$ cat config.mk
export PLATFORM = sky130hd
export DESIGN_NAME = tent_map_iter
export DESIGN_NICKNAME = d
export VERILOG_FILES = /design/src/rtl/tent_map_pkg.sv /design/src/rtl/tent_mult_seq.sv /design/src/rtl/tent_map_iter.sv
export SDC_FILE = /design/constraint.sdc
export NUM_CORES = 1
export LEC_CHECK = 0
export ABC_AREA = 0
export BUFFER_PORTS_ARGS = -buffer_cell sky130_fd_sc_hd__buf_2
export CORE_MARGIN = 5
export CORE_UTILIZATION = 50
export CTS_CLUSTER_SIZE = 28
export DETAILED_ROUTE_END_ITERATION = 7
export PLACE_DENSITY = 0.7
export RECOVER_POWER = 100
export SETUP_SLACK_MARGIN = 0.02
export SLEW_MARGIN = 25
export SYNTH_ARGS = -nofsm -noshare
export SYNTH_HDL_FRONTEND = slang
export SYNTH_SLANG_ARGS = --single-unit
$ cat constraint.sdc
create_clock -name Clk -period 3.1 [get_ports Clk]
set_input_delay 0.31 -clock Clk [delete_from_list [all_inputs] [get_ports Clk]]
set_output_delay 0.31 -clock Clk [all_outputs]
set_load 0.005 [all_outputs]
$ cat src/rtl/tent_map_pkg.sv
// -----------------------------------------------------------------------------
// tent_map_pkg
// Shared definitions for the tent-map keystream generator:
//   - tent_state_e : FSM state encoding (IDLE, FOLD, MULT, STORE, DONE)
//   - one_q/half_q : Q1.(w-1) constants 1.0 and 0.5 for a given word width w
//   - MU_1P5       : default keystream slope 1.5 for the 80-bit datapath
// -----------------------------------------------------------------------------
package tent_map_pkg;

    // Widest word the Q-constant helpers support.
    localparam int unsigned MAX_W = 256;

    typedef enum logic [2:0] {
        ST_IDLE  = 3'd0,
        ST_FOLD  = 3'd1,
        ST_MULT  = 3'd2,
        ST_STORE = 3'd3,
        ST_DONE  = 3'd4
    } tent_state_e;

    // 1.0 in Q1.(w-1): only the integer bit set.
    function automatic logic [MAX_W-1:0] one_q(input int unsigned w);
        logic [MAX_W-1:0] v;
        v = {{(MAX_W-1){1'b0}}, 1'b1} << (w - 32'd1);
        return v;
    endfunction

    // 0.5 in Q1.(w-1): the first fractional bit set.
    function automatic logic [MAX_W-1:0] half_q(input int unsigned w);
        logic [MAX_W-1:0] v;
        v = {{(MAX_W-1){1'b0}}, 1'b1} << (w - 32'd2);
        return v;
    endfunction

    // Slope 1.5 (binary 1.1000...) for the default 80-bit word.
    localparam logic [79:0] MU_1P5 = {2'b11, 78'd0};

endpackage : tent_map_pkg

$ cat src/rtl/tent_mult_seq.sv
// -----------------------------------------------------------------------------
// tent_mult_seq
// Radix-2 shift-add unsigned multiplier, WIDTH x WIDTH -> 2*WIDTH.
// The first partial product is accumulated on the start edge, so the full
// product is ready and done pulses in the WIDTH-th cycle after start.
// A start while running restarts the multiplication.
// Ports:
//   Clk, Reset_n : clock, asynchronous active-low reset
//   start        : load operands a, b and begin
//   a, b         : unsigned operands
//   product      : 2*WIDTH-bit result, valid when done pulses and held after
//   done         : one-cycle completion pulse
// -----------------------------------------------------------------------------
module tent_mult_seq #(
    parameter int WIDTH = 80
) (
    input  logic                 Clk,
    input  logic                 Reset_n,
    input  logic                 start,
    input  logic [WIDTH-1:0]     a,
    input  logic [WIDTH-1:0]     b,
    output logic [2*WIDTH-1:0]   product,
    output logic                 done
);

    localparam int CW = $clog2(WIDTH + 1);

    logic [WIDTH-1:0]   a_r;
    logic [2*WIDTH-1:0] p_r;
    logic [CW-1:0]      cnt_r;
    logic               run_r;
    logic               done_r;

    // One shift-add step: the multiplier sits in the low half of p and is
    // consumed LSB first while the accumulator grows in the high half.
    function automatic logic [2*WIDTH-1:0] mac_step(input logic [2*WIDTH-1:0] p,
                                                    input logic [WIDTH-1:0]   m);
        logic [WIDTH:0] sum;
        if (p[0]) begin
            sum = {1'b0, p[2*WIDTH-1:WIDTH]} + {1'b0, m};
        end else begin
            sum = {1'b0, p[2*WIDTH-1:WIDTH]};
        end
        return {sum, p[WIDTH-1:1]};
    endfunction

    // Operand load, iterative accumulation and completion pulse.
    always_ff @(posedge Clk or negedge Reset_n) begin
        if (!Reset_n) begin
            a_r    <= '0;
            p_r    <= '0;
            cnt_r  <= '0;
            run_r  <= 1'b0;
            done_r <= 1'b0;
        end else if (start) begin
            a_r    <= a;
            p_r    <= mac_step({{WIDTH{1'b0}}, b}, a);
            cnt_r  <= CW'(WIDTH - 1);
            run_r  <= 1'b1;
            done_r <= 1'b0;
        end else if (run_r) begin
            p_r   <= mac_step(p_r, a_r);
            cnt_r <= cnt_r - CW'(1);
            if (cnt_r == CW'(1)) begin
                run_r  <= 1'b0;
                done_r <= 1'b1;
            end else begin
                done_r <= 1'b0;
            end
        end else begin
            done_r <= 1'b0;
        end
    end

    assign product = p_r;
    assign done    = done_r;

endmodule : tent_mult_seq

$ cat src/rtl/tent_map_iter.sv
// -----------------------------------------------------------------------------
// tent_map_iter
// Multi-iteration tent-map keystream generator:
//   x(k+1) = mu * min(x(k), 1 - x(k)),  x and mu in Q1.(WIDTH-1).
// Each iteration is FOLD (1 cycle) + MULT (WIDTH cycles) + STORE (1 cycle).
// Ports:
//   Clk, Reset_n : clock, asynchronous active-low reset
//   start        : run request, honoured only in IDLE or DONE
//   seed, mu     : initial x (clamped to 1.0) and slope, latched on start
//   n_iter       : iterations to run (0 -> straight to DONE)
//   x_out        : current x, registered
//   iter_valid   : one-cycle pulse with each new iterate
//   busy         : high while iterating
//   done         : high in DONE until the next accepted start
// -----------------------------------------------------------------------------
module tent_map_iter
    import tent_map_pkg::*;
#(
    parameter int WIDTH  = 80,
    parameter int ITER_W = 8
) (
    input  logic              Clk,
    input  logic              Reset_n,
    input  logic              start,
    input  logic [WIDTH-1:0]  seed,
    input  logic [WIDTH-1:0]  mu,
    input  logic [ITER_W-1:0] n_iter,
    output logic [WIDTH-1:0]  x_out,
    output logic              iter_valid,
    output logic              busy,
    output logic              done
);

    localparam logic [WIDTH-1:0] ONE_Q  = WIDTH'(one_q(WIDTH));
    localparam logic [WIDTH-1:0] HALF_Q = WIDTH'(half_q(WIDTH));

    tent_state_e         state_r;
    logic [WIDTH-1:0]    x_r;
    logic [WIDTH-1:0]    mu_r;
    logic [ITER_W-1:0]   n_r;
    logic [ITER_W-1:0]   count_r;
    logic                iter_valid_r;
    logic                busy_r;
    logic                done_r;

    logic [WIDTH-1:0]    y_s;
    logic [WIDTH-1:0]    seed_clamp_s;
    logic [WIDTH-1:0]    prod_x_s;
    logic [ITER_W-1:0]   count_inc_s;
    logic                mult_start_s;
    logic                mult_done_s;
    logic [2*WIDTH-1:0]  mult_prod_s;

    // Fold, seed clamp and product rescale.
    always_comb begin
        y_s          = x_r;
        seed_clamp_s = seed;
        if (x_r >= HALF_Q) begin
            y_s = ONE_Q - x_r;
        end else begin
            y_s = x_r;
        end
        if (seed > ONE_Q) begin
            seed_clamp_s = ONE_Q;
        end else begin
            seed_clamp_s = seed;
        end
        // Q2.(2W-2) product back to Q1.(W-1): drop W-1 fraction bits, no
        // rounding. The integer bits above are always zero since mu<2, y<=0.5.
        prod_x_s     = WIDTH'(mult_prod_s >> (WIDTH - 1));
        count_inc_s  = count_r + ITER_W'(1);
        mult_start_s = (state_r == ST_FOLD);
    end

    tent_mult_seq #(
        .WIDTH (WIDTH)
    ) u_mult (
        .Clk     (Clk),
        .Reset_n (Reset_n),
        .start   (mult_start_s),
        .a       (mu_r),
        .b       (y_s),
        .product (mult_prod_s),
        .done    (mult_done_s)
    );

    // Iteration FSM with registered status outputs.
    always_ff @(posedge Clk or negedge Reset_n) begin
        if (!Reset_n) begin
            state_r      <= ST_IDLE;
            x_r          <= '0;
            mu_r         <= '0;
            n_r          <= '0;
            count_r      <= '0;
            iter_valid_r <= 1'b0;
            busy_r       <= 1'b0;
            done_r       <= 1'b0;
        end else begin
            iter_valid_r <= 1'b0;
            case (state_r)
                ST_IDLE, ST_DONE: begin
                    if (start) begin
                        mu_r    <= mu;
                        n_r     <= n_iter;
                        count_r <= '0;
                        x_r     <= seed_clamp_s;
                        if (n_iter != ITER_W'(0)) begin
                            state_r <= ST_FOLD;
                            busy_r  <= 1'b1;
                            done_r  <= 1'b0;
                        end else begin
                            state_r <= ST_DONE;
                            busy_r  <= 1'b0;
                            done_r  <= 1'b1;
                        end
                    end
                end
                ST_FOLD: begin
                    state_r <= ST_MULT;
                end
                ST_MULT: begin
                    if (mult_done_s) begin
                        state_r <= ST_STORE;
                    end
                end
                ST_STORE: begin
                    x_r          <= prod_x_s;
                    iter_valid_r <= 1'b1;
                    count_r      <= count_inc_s;
                    if (count_inc_s == n_r) begin
                        state_r <= ST_DONE;
                        busy_r  <= 1'b0;
                        done_r  <= 1'b1;
                    end else begin
                        state_r <= ST_FOLD;
                    end
                end
                default: begin
                    state_r <= ST_IDLE;
                    busy_r  <= 1'b0;
                    done_r  <= 1'b0;
                end
            endcase
        end
    end

    assign x_out      = x_r;
    assign iter_valid = iter_valid_r;
    assign busy       = busy_r;
    assign done       = done_r;

endmodule : tent_map_iter
== Yosys cells after proc, flatten, opt, wreduce, memory -nomap -nowiden ==
Index checks and enable logic that the tools add are counted.

* $add $sub $neg: 4
* $lt $le $gt $ge: 2
* Equality and inequality tests: 9
* Mux-type cells: 32
* Bitwise logic cells: 1
* Reduce and logical (&&, ||, !) cells: 10

{| class="wikitable"
|+ Operators with widths
! operator !! count
|-
| $mux 160 || 2
|-
| $mux 80 || 4
|-
| $pmux 80 s2 || 1
|-
| $add 80x80->81 || 1
|-
| $mux 81 || 1
|-
| $ge 80x79->1 const B || 1
|-
| $gt 80x80->1 const B || 1
|-
| $sub 80x80->80 const A || 1
|-
| $pmux 8 s2 || 1
|-
| $mux 7 || 2
|-
| $mux 1 || 13
|-
| $mux 3 || 4
|-
| $pmux 3 s4 || 1
|-
| $add 8x1->8 const B || 1
|-
| $eq 8x8->1 || 1
|-
| $mux 8 || 1
|-
| $reduce_bool 8->1 || 1
|-
| $eq 7x1->1 const B || 1
|-
| $sub 7x1->7 const B || 1
|-
| $eq 3x2->1 const B || 2
|-
| $pmux 1 s3 || 2
|-
| $reduce_and 2->1 || 3
|-
| $ne 2x2->1 const B || 2
|-
| $reduce_bool 2->1 || 2
|-
| other kinds (7) || 8
|}

* Register bits: 431
* Input bits: 171
* Output and inout port bits: 83
* Word-level logic and storage cells: 71

== Depth between registers and ports, before layout ==
* Word-level depth: 4
* Mapped depth: 13
* Gate-level depth less buffers: 12

== Hierarchy ==
A second synthesis with hierarchy kept.

* Cell total of the unflattened synthesis: 2690
* Area, all modules: 25766.0 um^2

{| class="wikitable"
|+ By module, submodules not included
! module !! instances !! cells each !! area each (um^2) !! sequential area each (um^2)
|-
| tent_mult_seq || 1 || 1807 || 16135.5 || 6231.0
|-
| tent_map_iter || 1 || 883 || 9630.5 || 4554.4
|}

== Least setup slack after synthesis ==
Ideal clock, no wire load.

* Kind: register -> register
* Start: register u_mult.p_r[80] (netlist: u_mult.product[80])
* End: register u_mult.p_r[135] (netlist: u_mult.product[135])
* Setup time: 0.136 ns
* Arrival: 3.144 ns
* Required time: 2.964 ns
* Path slack: -0.181 ns
* Stages on the path, launching flop included: 13
* Path buffers: 0
* Period minus slack after synthesis: 3.281 ns
* Cells stage by stage: dfrtp_1 > ha_1 > fa_1 > a211oi_1 > o21ai_1 > a211oi_1 > o41ai_2 > a41o_1 > a31o_2 > a21boi_0 > xnor2_1 > a222oi_1 > o21ai_0

* Longest elaborated chain between the ends: 4

{| class="wikitable"
|+ RTL lines
! item !! RTL line !! source
|-
| from (decl) || tent_mult_seq.sv:29 || <nowiki>logic [2*WIDTH-1:0] p_r;</nowiki>
|-
| from (signal assigned) || tent_mult_seq.sv:57 || <nowiki>p_r <= mac_step({{WIDTH{1'b0}}, b}, a);</nowiki>
|-
| from (signal assigned) || tent_mult_seq.sv:62 || <nowiki>p_r <= mac_step(p_r, a_r);</nowiki>
|-
| $add 80x80->81 || tent_mult_seq.sv:40 || <nowiki>sum = {1'b0, p[2*WIDTH-1:WIDTH]} + {1'b0, m};</nowiki>
|-
| $mux 81 || tent_mult_seq.sv:39 || <nowiki>if (p[0]) begin</nowiki>
|-
| $mux 160 || tent_mult_seq.sv:61 || <nowiki>end else if (run_r) begin</nowiki>
|-
| $mux 160 || tent_mult_seq.sv:55 || <nowiki>end else if (start) begin</nowiki>
|}

No other way between the ends. The select of a mux whose other input is x is not followed.
A chain may end at the register's enable or synchronous reset.

== Worst setup path after layout ==
* Start: register x_r[17] (netlist: x_out[17])
* End: register u_mult.p_r[75] (netlist: u_mult.product[75])

* Longest elaborated chain between the ends: 3
* Elaborated cells between the ends (all ways): 4
* Classes of those cells: add/sub (1); order compare (1); mux (2)

{| class="wikitable"
|+ RTL lines
! item !! RTL line !! source
|-
| from (decl) || tent_map_iter.sv:38 || <nowiki>logic [WIDTH-1:0] x_r;</nowiki>
|-
| from (signal assigned) || tent_map_iter.sv:106 || <nowiki>x_r <= seed_clamp_s;</nowiki>
|-
| from (signal assigned) || tent_map_iter.sv:127 || <nowiki>x_r <= prod_x_s;</nowiki>
|-
| $sub 80x80->80 or $ge 80x79->1 (tied branches) || tent_map_iter.sv:59, tent_map_iter.sv:58 ||
|-
| $mux 80 * || tent_map_iter.sv:58 || <nowiki>if (x_r >= HALF_Q) begin</nowiki>
|-
| $mux 160 * || tent_mult_seq.sv:55 ||
|}

Mark *: on every way between the ends. The rest lies on a longest branch, timed or not.

==> summary.md <==
| Metric | Value |
|---|---|
| Antenna viol nets, final | `0` |
| Violated checks | `DRC, capacitance limit, slew limit, setup timing` |
| Pwr/cell area | `1230 mW/mm²` |
| Cell area after synthesis | `0.0256 mm²` |
| Area leader, netlist | `dfrtp_1` |
| Worst path slowest cell | `or4_4` |
| Worst Skew | `between 30 and 40 ps` |
| Final Hold Fails | `0` |
| Hold path start | `seed[32]` |
| Die ar. | `roughly 0.056 mm²` |
| Fin cells | `between 4000 and 5000` |
| Register Area | `roughly 0.011 mm²` |
| Antenna violations before repair | `4` |
| Multi-input logic area | `~0.015 mm²` |
| CP max FO | `6` |
| CTS tree | `done` |
| # H-tree levels | `2` |
| Syn_nets | `a little over 3000` |
| Worst vdd ir | `0.000642 V` |
| Area grow syn2layout | `30.8%` |
| GPL Wtd Cong | `approximately 0.98` |
| Register-to-Register Path Depth | `11` |
| Slew Viols, Final | `between 80 and 90` |
| Max-slew headroom | `-0.496` |
| Maximum clock path buffer count | `3` |
| Vias per inst | `6.04` |
| Gr ovfl total | `0` |
| Clock-pin slew on the worst setup and hold paths | `roughly 60 ps` |
| Fin crit share | `1.04` |
| RSZ-0062 raised after global routing | `true` |
| Fillcell total | `4040` |
| Synth warn | `0` |
| Status | `complete, but fails checks` |
| Design Power | `roughly 41 mW` |
| WL/cell | `approximately 22 µm` |
| Path type of the worst setup path | `reg2reg` |
| Async SR Flop Fraction | `1.00` |
| Total Wirelength | `around 89000 µm` |
| Reg-to-reg slack, setup | `-130 ps` |
| Fin util | `0.664` |
| Die Ht | `~240 µm` |
| Fin crit period | `3230 ps` |
| Die X | `236 µm` |
| Number of global-route vias before repair | `between 20000 and 25000` |
| Top cell type's share of synthesized area | `0.422` |
| Tightest Pin Transition | `between 2000 and 2500 ps` |
| DRC errors left | `22` |
| Critical path depth | `11` |
| Req. time, crit path | `around 3600 ps` |
| Post-synth EDFFs | `0` |
| CP delay by family, top | `simple AND/OR/NAND/NOR gates` |
| Seq cells post-synth | `431` |
| Gr usage total | `0.308` |
| CP endpoint kind | `flip-flop` |
| # nets final | `~3700` |
| Reg-to-reg endpoint | `u_mult.product[75]` |
| Count leader, synth | `nand2_1` |
| CP peak stage delay | `roughly 530 ps` |
| Worst setup endpoint | `u_mult.product[75]` |
| Row cnt | `82` |
| Reg2reg start | `x_out[17]` |
| Worst EP arrival | `between 3000 and 4000 ps` |
| Cell count after synthesis | `2847` |
| IO Pins | `around 250` |
| Startpoint Class | `flip-flop` |
| Most instantiated cells after synthesis | `nand2_1, dfrtp_1, o21ai_0` |
| Share of layout cells above drive strength 1 | `0.236` |
| PortBufs | `253` |
| First DRT Iteration DRCs | `3139` |
| Final setup viols | `23` |
| Top cells by area, synth | `dfrtp_1, nand2_1, mux2i_1, o21ai_0, a21oi_1` |
| TNS Setup | `-1420 ps` |
| Clock latency on the worst-skew pair | `about 620 ps` |
| Synth unique cells | `between 70 and 80` |
| Root Driver | `clkbuf_16` |
| Leak | `~16 nW` |
| WP buf/inv | `1` |
| Starting Density | `0.508` |
| Worst setup margin | `-129 ps` |
| Inserted Clock Buffers | `48` |
| Final HPWL DP | `approximately 63000 µm` |
| Largest net degree at the start of global routing | `~150` |
| Core area | `between 0.05 and 0.06 mm²` |
| First-pass iteration count of the detailed router | `8` |
| Worst path cell trace | `or4_4 -> or4_4 -> nor4_4 -> nand2_2 -> or3_4 -> nor4_4 -> buf_6 -> a31oi_2 -> xor2_1 -> nand2_1 -> o21ai_1` |
| Via count of the routed design | `25000` |
| F_max | `0.310 GHz` |
| Maxcap violations | `1` |
| Hold Crit Class | `in2reg` |
| Mean Syn Cell Area | `8.98 µm²` |
| Setup crit start | `x_out[17]` |
| Cell Count Post-Placement | `3848` |
| First-pass GRT wire length | `roughly 140000 µm` |
| Sink Count | `431` |
| Top FF cell, synth | `dfrtp_1` |
| Seq/Total Area, Yosys | `0.422` |
-- power by group --
part           switching [mW]  internal (mW)  leakage [nW]
clock                    2.47           3.26         0.783
sequential               2.90           8.39          5.32
combinational            13.4           10.7          10.0
-- worst min path at each step --
stage,cells after the start,slack [ps],end
global route,3,10,x_out[7]
floorplan,0,10,busy
global placement,1,380,iter_valid
detailed placement,1,390,count_r[3]
CTS,3,0.1,x_out[32]
finish,3,20,x_out[32]
-- cell families (layout without fill, tap and decap cells) --
family | Yosys count | count (layout) | synth area share
compound gates | 775 | 775 | 0.195
flops | 431 | 431 | 0.422
mux | 198 | 198 | 0.0819
buf+inv | 299 | 918 | 0.0440
fa+ha+maj | 85 | 85 | 0.0419
simple gates | 897 | 897 | 0.160
other cells | 0 | 1 | 0
xor+xnor | 162 | 162 | 0.0555
-- registers in the layout (all words and copies together), names as in the netlist --
register,cells
u_mult.done,1
u_mult.product,160
busy,1
mu_r,80
u_mult.a_r,80
state_r,3
u_mult.run_r,1
done,1
count_r,8
x_out,80
iter_valid,1
n_r,8
u_mult.cnt_r,7
-- routing by layer --
layer | up-vias | track usage | part of all wire | routed length [µm]
met5 | - | 0 | 0 | 0
met4 | 0 | 0.0980 | 0.033 | 2970
met3 | 187 | 0.0760 | 0.096 | 8570
met2 | 1129 | 0.483 | 0.46 | 40600
met1 | 12300 | 0.425 | 0.42 | 37100
li1 | 11400 | - | - | -
-- worst reg2reg max path: stages, from the launching register on --
cell and delay, ps:
dfrtp_1 400, or4_4 530, or4_4 470, nor4_4 410
nand2_2 150, or3_4 370, nor4_4 150, buf_6 180
a31oi_2 100, xor2_1 170, nand2_1 80, o21ai_1 70
-- through the flow --
stage | hold WS [ps] | area [µm²] | setup slack, ps
after detailed placement | 393 | 29200 | -692
after floorplan | 14.4 | 25600 | 35.5
after global placement | 377 | 29200 | -581
after global routing | 10.5 | 33500 | -249
final | 24.4 | 33500 | -129
after CTS | 0.127 | 33100 | -73.0
-- repair_timing --
action / CTS / global route
buffers inserted: 24 / 18
resized for setup: 110 / 121
endpoints found under the setup margin: 60 / 73
hold buffers: 168 / 0
endpoints found under the hold margin: 241 / 0
pin swaps: 56 / 90
-- layout by cell type (no fill, tap or decap), drive strengths merged, types with 12 or more instances in the layout --
cell and count:
nand2 484, buf 461, dfrtp 431, o21ai 235, a21oi 211, dlygate4sd3 168, nor2 148, clkbuf 147
inv 121, mux2i 108, xnor2 97, mux2 90, a222oi 89, ha 84, xor2 65, a21o 47
nand3 46, nor4 41, nand4 40, nor3 32, a31oi 28, o31ai 23, nor2b 22, o21bai 21
or3 19, a211oi 19, clkinv 16, and3 14, o21a 12, or4 12
-- final cells by class --
cell class | instances | area share
Multi-Input combinational cell | 2117 | 0.438
Sequential cell | 431 | 0.322
Timing Repair Buffer | 710 | 0.153
Clock buffer | 66 | 0.0418
Tap cell | 672 | 0.0251
Inverter | 120 | 0.0135
Clock inverter | 22 | 0.00565
Antenna cell | 1 | 0.0000748
Power figures use the tool's default switching activity.
